`config.mk`:
```
export PLATFORM = sky130hd
export DESIGN_NAME = present_round_ctrl
export DESIGN_NICKNAME = d
export VERILOG_FILES = /design/src/rtl/present_round_ctrl.sv
export SDC_FILE = /design/constraint.sdc
export NUM_CORES = 1
export LEC_CHECK = 0
export ABC_AREA = 1
export BUFFER_PORTS_ARGS = -buffer_cell sky130_fd_sc_hd__buf_2
export CAP_MARGIN = 20
export CORE_ASPECT_RATIO = 0.5
export CORE_MARGIN = 2
export CORE_UTILIZATION = 53
export CTS_BUF_LIST = sky130_fd_sc_hd__clkbuf_16
export DETAILED_ROUTE_END_ITERATION = 7
export GPL_ROUTABILITY_DRIVEN = 0
export HOLD_SLACK_MARGIN = 0.08
export PLACE_DENSITY = 0.82
export SLEW_MARGIN = 20
export SYNTH_ARGS = -nofsm -noshare
export SYNTH_HDL_FRONTEND = slang
export SYNTH_HIERARCHICAL = 1
export SYNTH_SLANG_ARGS = --single-unit
```
`constraint.sdc`:
```
create_clock -name clk -period 5.6 [get_ports clk]
set_clock_uncertainty 0.2 [all_clocks]
set_input_delay 1.4 -clock clk [delete_from_list [all_inputs] [get_ports clk]]
set_output_delay 1.4 -clock clk [all_outputs]
set_load 0.05 [all_outputs]
```
`src/rtl/present_round_ctrl.sv`:
```
// PRESENT-80 round controller: one cipher round per clock, IDLE/ROUND/FINAL/DONE handshake.
// Define PRESENT_KEY128_EN to build the 128-bit key variant instead of the 80-bit default.

module present_sbox (
  input  logic [3:0] in_nib,
  output logic [3:0] out_nib
);
  always_comb begin
    case (in_nib)
      4'h0: out_nib = 4'hC;  4'h1: out_nib = 4'h5;  4'h2: out_nib = 4'h6;  4'h3: out_nib = 4'hB;
      4'h4: out_nib = 4'h9;  4'h5: out_nib = 4'h0;  4'h6: out_nib = 4'hA;  4'h7: out_nib = 4'hD;
      4'h8: out_nib = 4'h3;  4'h9: out_nib = 4'hE;  4'hA: out_nib = 4'hF;  4'hB: out_nib = 4'h8;
      4'hC: out_nib = 4'h4;  4'hD: out_nib = 4'h7;  4'hE: out_nib = 4'h1;  default: out_nib = 4'h2;
    endcase
  end
endmodule

module present_sbox_layer (
  input  logic [63:0] in_data,
  output logic [63:0] out_data
);
  for (genvar n = 0; n < 16; n++) begin : g_nib
    present_sbox u_sbox (.in_nib(in_data[4*n +: 4]), .out_nib(out_data[4*n +: 4]));
  end
endmodule

module present_round_ctrl (
  input  logic        clk,
  input  logic        rst,
  input  logic        inStart,
  input  logic [63:0] inData,
`ifdef PRESENT_KEY128_EN
  input  logic [127:0] inKey,
`else
  input  logic [79:0]  inKey,
`endif
  input  logic        inAck,
  output logic [63:0] outData,
  output logic        outValid,
  output logic        outBusy
);
`ifdef PRESENT_KEY128_EN
  localparam int KW = 128;
`else
  localparam int KW = 80;
`endif

  typedef enum logic [1:0] {IDLE, ROUND, FINAL, DONE} fsm_e;

  fsm_e          state_q, state_d;
  logic [63:0]   data_q, data_d;
  logic [KW-1:0] key_q, key_d;
  logic [4:0]    ctr_q, ctr_d;

  logic [63:0]   round_key, sbox_in, sbox_out, perm_out;
  logic [KW-1:0] key_rot, key_next;
  logic [3:0]    key_sbox_hi;

  assign round_key = key_q[KW-1 -: 64];
  assign sbox_in   = data_q ^ round_key;

  present_sbox_layer u_sbox_layer (.in_data(sbox_in), .out_data(sbox_out));

  // Bit i lands at (16*i) mod 63; bit 63 is fixed.
  for (genvar i = 0; i < 63; i++) begin : g_perm
    assign perm_out[(16*i) % 63] = sbox_out[i];
  end
  assign perm_out[63] = sbox_out[63];

  assign key_rot = {key_q[KW-62:0], key_q[KW-1:KW-61]};

  present_sbox u_key_sbox_hi (.in_nib(key_rot[KW-1 -: 4]), .out_nib(key_sbox_hi));

`ifdef PRESENT_KEY128_EN
  logic [3:0] key_sbox_lo;
  present_sbox u_key_sbox_lo (.in_nib(key_rot[KW-5 -: 4]), .out_nib(key_sbox_lo));

  always_comb begin
    key_next           = key_rot;
    key_next[127:124]  = key_sbox_hi;
    key_next[123:120]  = key_sbox_lo;
    key_next[66:62]    = key_rot[66:62] ^ ctr_q;
  end
`else
  always_comb begin
    key_next         = key_rot;
    key_next[79:76]  = key_sbox_hi;
    key_next[19:15]  = key_rot[19:15] ^ ctr_q;
  end
`endif

  // NOTE: every signal gets a default before the case so no path leaves it unassigned (no latches).
  always_comb begin
    state_d = state_q;
    data_d  = data_q;
    key_d   = key_q;
    ctr_d   = ctr_q;
    case (state_q)
      IDLE: begin
        if (inStart) begin
          data_d  = inData;
          key_d   = inKey;
          ctr_d   = 5'd1;
          state_d = ROUND;
        end
      end
      ROUND: begin
        data_d = perm_out;
        key_d  = key_next;
        if (ctr_q == 5'd31) begin
          state_d = FINAL;
        end else begin
          ctr_d = ctr_q + 5'd1;
        end
      end
      FINAL: begin
        data_d  = sbox_in;
        state_d = DONE;
      end
      DONE: begin
        if (inAck) state_d = IDLE;
      end
      default: state_d = IDLE;
    endcase
  end

  // NOTE: sequential state uses non-blocking assignments so all flops update together at the edge.
  always_ff @(posedge clk or posedge rst) begin
    if (rst) begin
      state_q <= IDLE;
      data_q  <= '0;
      key_q   <= '0;
      ctr_q   <= '0;
    end else begin
      state_q <= state_d;
      data_q  <= data_d;
      key_q   <= key_d;
      ctr_q   <= ctr_d;
    end
  end

  always_comb begin
    outValid = (state_q == DONE);
    outBusy  = (state_q == ROUND) || (state_q == FINAL);
    outData  = outValid ? data_q : '0;
  end
endmodule

```
# Word level (Yosys, flattened, before mapping)
# Memory sizes are Yosys's and may differ from the RTL's.
# Cells that the tools add are included.
# W data, S select, Z words.
# word_totals
reg_bits,151
rom_bits,1088
input_bits,148
out_inout_bits,66
word_cells,52
memories,17
# mem_list
memory,words,word_bits,read_ports,rd_clocked_by_memory_dff,write_ports,line,text
(name not given),16,4,1,0,0,9,case (in_nib)
(name not given),16,4,1,0,0,9,
(name not given),16,4,1,0,0,9,
(name not given),16,4,1,0,0,9,
(name not given),16,4,1,0,0,9,
(name not given),16,4,1,0,0,9,
11 more memories,n/a,n/a,n/a,n/a,n/a,n/a,
# op_classes
add_sub_neg,1
n_eq_ne,8
mux,12
bitwise_logic,2
n_reduce_logical,8
# ops
op,n
$pmux W64 S3,1
$pmux W80 S2,1
$mux W64,2
$mux W80,1
$xor A64 B64 Y64,1
$mux W5,2
$pmux W5 S2,1
$ne A2 B2 Y1 const B,4
$pmux W2 S4,1
$mux W2,3
$reduce_and A3 Y1,2
$add A5 B1 Y5 const B,1
$eq A5 B5 Y1 const B,1
$xor A5 B5 Y5,1
$eq A2 B2 Y1 const B,2
$reduce_and A2 Y1,2
$reduce_bool A3 Y1,1
$eq A2 B1 Y1 const B,1
$logic_not A2 Y1,1
$reduce_bool A2 Y1,1
$logic_or A1 B1 Y1,1

# Logic depth before layout (Yosys ltp)
# Gate-level depths: netlist of run 1.
# logic_depth
depth_word,3
ltp_mapped,13
ltp_nobuf,13

# Hierarchy
# The synthesis of run 1 kept the hierarchy.
# by_module_without_submodules
mod,instances,cells_each,area_each_um2,seq_area_each_um2
present_round_ctrl,1,1457,9740.6,3778.6
present_sbox (u_sbox_layer.g_nib[10].u_sbox ...),15,41,216.5,0.0
present_sbox (u_key_sbox_hi ...),2,40,216.5,0.0

# Worst setup path after synthesis of run 1
# Ideal clock, no wire load.
# synth_timing
path_type,register to output
start,reg state_q[0]
end,out outData[10]
arrival_ps,1744
t_required_ps,4000
path_slack_ps,2256
stages_incl_launch_ff,6
path_buffers,2
path_cell_list,dfrtp_1 > ha_1 > clkbuf_1 > buf_2 > nand2_1 > inv_1
# synth_via
elab_chain_cells,2
# synth_rtl
item,line,text
from (decl),50,"fsm_e state_q, state_d;"
from (signal assigned),135,state_q <= state_d;
$eq A2 B2 Y1,143,outValid = (state_q == DONE);
net outValid,39,"output logic outValid,"
$mux W64,145,outData = outValid ? data_q : '0;
to (decl),38,"output logic [63:0] outData,"
# The timed path passes the listed nets, and every way through them passes these cells.

# Final worst setup path of run 1
# layout_timing
start,reg state_q[0]
end,out outData[34]
# layout_via
elab_chain_cells,2
# layout_rtl
item,line
$eq A2 B2 Y1,143
$mux W64,145
# Every way passes these cells.

==> results.py, run 1 <==
metrics = {
    "finish": {
        "syn_to_final_growth_pct": 12.0,
        "final_util": 0.600,
        "seqCellArea_mm2": 0.00378,
        "layoutNonFillerInstCount": 2652,
        "multi_input_area_mm2": 0.00797,
        "fillers": 2345,
        "final_area_mm2": 0.0150,
        "drive_gt1_frac": 0.157,
        "nNetsFinal": 2533,
    },
    "logic_synthesis": {
        "synth_nets": 2391,
        "ys_types": 23,
        "ys_seq_area_frac": 0.282,
        "synthCells": 2152,
        "synth_seq_cells": 151,
        "syn_avg_cell_area_um2": 6.24,
        "ys.warnings.count": 6,
        "syn_area_mm2": 0.0134,
    },
    "die": {
        "die-area_mm2": 0.0267,
        "die-width_um": 229,
        "core_area_mm2": 0.0250,
        "ios": 214,
        "initial_core_util": 0.536,
        "rows": 41,
        "die_height_um": 117,
    },
    "sta": {
        "worstMarginPinSlew_ns": 1.07,
        "fmax_mhz": 244,
        "hold_viol": 0,
        "drv_slew": 0,
        "setup_tns_ns": 0,
        "setup_violations": 0,
        "grt_setup_unrepaired": "false",
        "period_needed_ns": 4.09,
        "fin_crit_sh": 0.731,
        "relSlewSlack": 0.289,
    },
    "cts": {
        "cts.sinks": 151,
        "cts_tree": "yes",
        "cts_buffers": 17,
        "postCtsSetupRepairBufs": 0,
        "ctsResizeCount": 0,
        "postCtsHoldBufs": 0,
        "clock_path_buffers": 2,
        "clock_latency_ns": 0.43,
        "path_clk_slew_ns": 0.07,
        "h-tree-depth": 4,
        "cts_root_buf": "clkbuf_16",
    },
    "setup_path": {
        "cpPeakStageDelay_ns": 0.71,
        "cp.required_ns": 4.00,
        "crit_fanout": 34,
        "path_class": "reg -> out",
        "r2r_cells": 8,
        "path_cells": "ha_2 -> buf_4 -> nand2_1 -> inv_1 -> buf_2",
        "crit_path_end_kind": "primary output",
        "cp_slowest_cell": "ha_2",
        "r2r_slack_ns": 2.13,
        "r2r_start": "state_q[0]$_DFFE_PP0P_",
        "start_kind": "register",
        "reg2reg_to": "data_q[22]$_DFFE_PP0P_",
        "worstPathArrival_ns": 2.49,
    },
    "hold_path": {
        "hold_path_end": "key_q[3]$_DFFE_PP0P_",
        "worstHoldStart": "key_q[3]$_DFFE_PP0P_",
        "hp-class": "reg -> reg",
        "holdPathStages": 2,
    },
    "run": {
        "cap_violations": 0,
    },
    "drt": {
        "wl_per_cell_um": 15.4,
        "ant_nets": 0,
        "viasPerCell": 5.26,
        "drtPass1Iterations": 6,
        "wirelength_um": 41000,
        "drcViolationCount": 0,
        "vias": 13953,
        "drt_iter0_drc": 1621,
    },
    "grt": {
        "grt_first_pass_wirelength_um": 63300,
        "busiest_layer": "met2",
        "antenna_found_initial": 1,
        "globalRouteMet3Util": 0.0559,
        "grt_max_degree": 107,
        "grt_overflow": 0,
        "grt_pass1_vias": 12131,
        "met2_usage": 0.497,
        "grt_use_total": 0.303,
        "grtUsageMet1": 0.418,
    },
    "place": {
        "place_inst": 2618,
        "portBuffers": 213,
        "place_area_mm2": 0.0144,
        "dpl.hpwl_um": 31300,
    },
    "status": {
        "status": "finished clean",
    },
}
-- state kept, by name, summed over array words and instances, names as in the netlist --
name	cells
ctr_q	5
data_q	64
key_q	80
state_q	2
-- worst max-delay path, delay by kind of cell (launching register included) --
kind | cells | cell delay, ns
and+or+nand+nor | 1 | 0.12
adders and majority gates | 1 | 0.71
buffers and inverters | 3 | 0.77
DFF | 1 | 0.44
-- routing by layer --
metal	routed length, um	up-vias	part of all wire
met2	18500	563	0.45
li1	-	6937	-
met5	0	-	0
met3	3730	49	0.091
met4	826	0	0.020
met1	17900	6404	0.44
-- worst max-delay path by stage --
stage,from,end,cells after the start
3_3_place_gp,state_q[0]$_DFFE_PP0P_,outData[34],5
6_report,state_q[0]$_DFFE_PP0P_,outData[34],5
4_1_cts,state_q[0]$_DFFE_PP0P_,outData[35],5
2_1_floorplan,rst,ctr_q[0]$_DFFE_PP0P_,1
5_1_grt,state_q[0]$_DFFE_PP0P_,outData[39],5
3_5_place_dp,state_q[0]$_DFFE_PP0P_,outData[35],5
-- area by class of cell --
type                    count  area share
multi-input cells        1612       0.531
repair buffers            225      0.0794
diodes                      1    0.000167
well taps                 344      0.0286
clock inverters            15     0.00949
inverters                 287      0.0719
clock buffers              17      0.0283
flip-flops and latches    151       0.251
-- cell families (layout without fill, tap and decap cells) --
group / Yosys count / after routing / synth area share
AND/OR/NAND/NOR: 1263 / 1263 / 0.396
buffers and inverters: 389 / 544 / 0.127
AO/OA/AOI/OAI: 258 / 258 / 0.111
flip-flops: 151 / 151 / 0.282
adder cells (fa/ha/maj): 91 / 91 / 0.0848
other: 0 / 1 / 0
-- synth_stat cells (all sizes together) --
library cell	number	share of area
inv	287	0.080
clkbuf	9	0.0025
nor2	158	0.048
nand3	155	0.058
a31oi	10	0.0047
o211ai	71	0.040
buf	93	0.044
o21ai	109	0.041
nand2	820	0.23
o21a	1	0.00056
nand4	1	0.00047
a21oi	67	0.025
or2	65	0.030
and2	64	0.030
dfrtp	151	0.28
ha	91	0.085
-- layout by cell type, fill, tap and decap left out, types with 17 or more instances in the layout --
cell / instances
a21oi_1: 67
and2_1: 64
buf_2: 213
clkbuf_16: 17
dfrtp_1: 151
ha_1: 87
inv_1: 271
nand2_1: 819
nand3_1: 155
nor2_1: 141
o211ai_1: 71
o21ai_1: 99
or2_2: 65
-- per-stage QoR --
step	setup slack, ns	hold WS [ns]
after floorplan	2.10	0.284
after global placement	2.05	0.297
after detailed placement	1.98	0.304
after CTS	1.52	0.322
after global routing	1.41	0.336
final	1.51	0.325
Power of run 1 is left out: the tool's default activity adds up to more than one toggle a clock period on the data nets, which glitch-free logic cannot reach.
==> run 2: changes to the inputs <==
Settings changed: CORE_UTILIZATION 53 to 55.
Clock period 5.6 ns to 3.9 ns, I/O delays scaled along.
==> run 2 against run 1 <==
Effect of this change:
- final area up 0.18%
- cell count is 1.0% lower
- first-iteration DRC count rose by 2.2%
- critical path depth did not move
- hold slack worse by 0.0039 ns
- via count rose by 0.38%
- core utilization is 2.8 points higher
- worst setup slack worse by 1.0 ns
- sequential share of layout area about the same
- register-to-register slack lost 1.0 ns
- global-route usage rose by 1.7 points
- die area shrank 3.5%
- largest cell class unchanged
==> results.py, run 2 (same netlist as run 1, synthesis figures left out) <==
metrics = {
    "hold_path": {
        "hp-class": "reg -> reg",
        "worstHoldStart": "key_q[5]$_DFFE_PP0P_",
    },
    "die": {
        "die_height_um": 114,
        "die-area_mm2": 0.0257,
        "die-width_um": 225,
        "core_area_mm2": 0.0240,
        "initial_core_util": 0.560,
        "ios": 214,
        "rows": 40,
    },
    "cts": {
        "cts.sinks": 151,
        "h-tree-depth": 4,
        "postCtsHoldBufs": 0,
        "postCtsSetupRepairBufs": 0,
        "cts_buffers": 17,
        "cts_root_buf": "clkbuf_16",
        "cts_tree": "yes",
        "clock_path_buffers": 2,
        "ctsResizeCount": 0,
        "path_clk_slew_ns": 0.06,
        "clock_latency_ns": 0.44,
    },
    "setup_path": {
        "crit_path_end_kind": "primary output",
        "cp.required_ns": 2.72,
        "startpoint": "state_q[0]$_DFFE_PP0P_",
        "path_cells": "ha_2 -> buf_12 -> nand2_1 -> inv_1 -> buf_2",
        "path_class": "reg -> out",
        "r2r_start": "state_q[0]$_DFFE_PP0P_",
        "reg2reg_to": "data_q[24]$_DFFE_PP0P_",
        "cp_slowest_cell": "ha_2",
        "cpPeakStageDelay_ns": 0.68,
        "start_kind": "register",
        "r2r_slack_ns": 1.11,
        "crit_fanout": 34,
        "crit_path_end": "outData[16]",
        "r2r_cells": 8,
        "worstPathArrival_ns": 2.25,
    },
    "drt": {
        "wirelength_um": 41000,
        "vias": 14006,
        "drtPass1Iterations": 7,
        "wl_per_cell_um": 15.6,
        "viasPerCell": 5.34,
        "ant_nets": 0,
        "drt_iter0_drc": 1656,
        "drcViolationCount": 0,
    },
    "sta": {
        "hold_viol": 0,
        "relSlewSlack": 0.382,
        "setup_tns_ns": 0,
        "worstMarginPinSlew_ns": 0.928,
        "period_needed_ns": 3.43,
        "grt_setup_unrepaired": "false",
        "setup_violations": 0,
        "fin_crit_sh": 0.878,
        "drv_slew": 0,
        "fmax_mhz": 292,
    },
    "finish": {
        "antenna_cells": 0,
        "layout_commonest_cell": "nand2_1",
        "reg.largest.list": "key_q x80, data_q x64, ctr_q x5",
        "fillers": 2166,
        "largest_reg_flops": 80,
        "nNetsFinal": 2536,
        "max_flop_register": "key_q",
        "seqCellArea_mm2": 0.00378,
        "final_cell_mix": "819 x nand2_1, 271 x inv_1, 213 x buf_2, 155 x nand3_1, 151 x dfrtp_1",
        "drive_gt1_frac": 0.158,
        "syn_to_final_growth_pct": 12.2,
        "multi_input_area_mm2": 0.00798,
    },
    "place": {
        "portBuffers": 213,
        "dpl.hpwl_um": 31000,
    },
    "grt": {
        "grt_use_total": 0.320,
        "grt_first_pass_wirelength_um": 63200,
        "grt_max_degree": 219,
        "antenna_found_initial": 1,
        "grt_overflow": 0,
        "grt_pass1_vias": 12163,
    },
    "run": {
        "cap_violations": 0,
    },
    "status": {
        "status": "finished clean",
    },
}
## run 2: per-stage QoR
| stage | hold WS, ns | util | worst slack, ns | area [um^2] | cells |
|---|---|---|---|---|---|
| finish | 0.321 | 0.628 | 0.475 | 15100 | 2625 |
| floorplan | 0.284 | - | 0.822 | 13400 | 2152 |
| CTS | 0.321 | 0.628 | 0.477 | 15100 | 2625 |
| global placement | 0.296 | 0.604 | 1.01 | 14500 | 2593 |
| detailed placement | 0.304 | 0.604 | 0.944 | 14500 | 2593 |
| global route | 0.341 | 0.628 | 0.347 | 15100 | 2625 |
## run 2: final cells by class
class / count / area share
multi-input combinational: 1612 / 0.530
sequential: 151 / 0.251
timing repair buffer: 228 / 0.0824
inverter: 287 / 0.0718
clock buffer: 17 / 0.0283
tap: 315 / 0.0262
clock inverter: 15 / 0.0101
## run 2: worst max-delay path: cells and delay by family (launching register included)
family	cells	cell delay, ns
fa+ha+maj	1	0.68
buf+inv	3	0.57
flops	1	0.45
simple gates	1	0.09
## run 2: worst min-delay path by stage
stage	to	cells after the start
after floorplan	data_q[16]$_DFFE_PP0P_	2
after global placement	key_q[13]$_DFFE_PP0P_	2
after detailed placement	key_q[3]$_DFFE_PP0P_	2
after CTS	key_q[8]$_DFFE_PP0P_	2
after global routing	key_q[11]$_DFFE_PP0P_	2
final	key_q[5]$_DFFE_PP0P_	2
## run 2: per-layer routing
| metal | global-route usage | wire length, um |
|---|---|---|
| met1 | 0.453 | 17900 |
| met2 | 0.477 | 17500 |
| met3 | 0.0711 | 4350 |
| met4 | 0.121 | 1230 |
| met5 | 0 | 0 |
Power of run 2 is left out for the same reason.
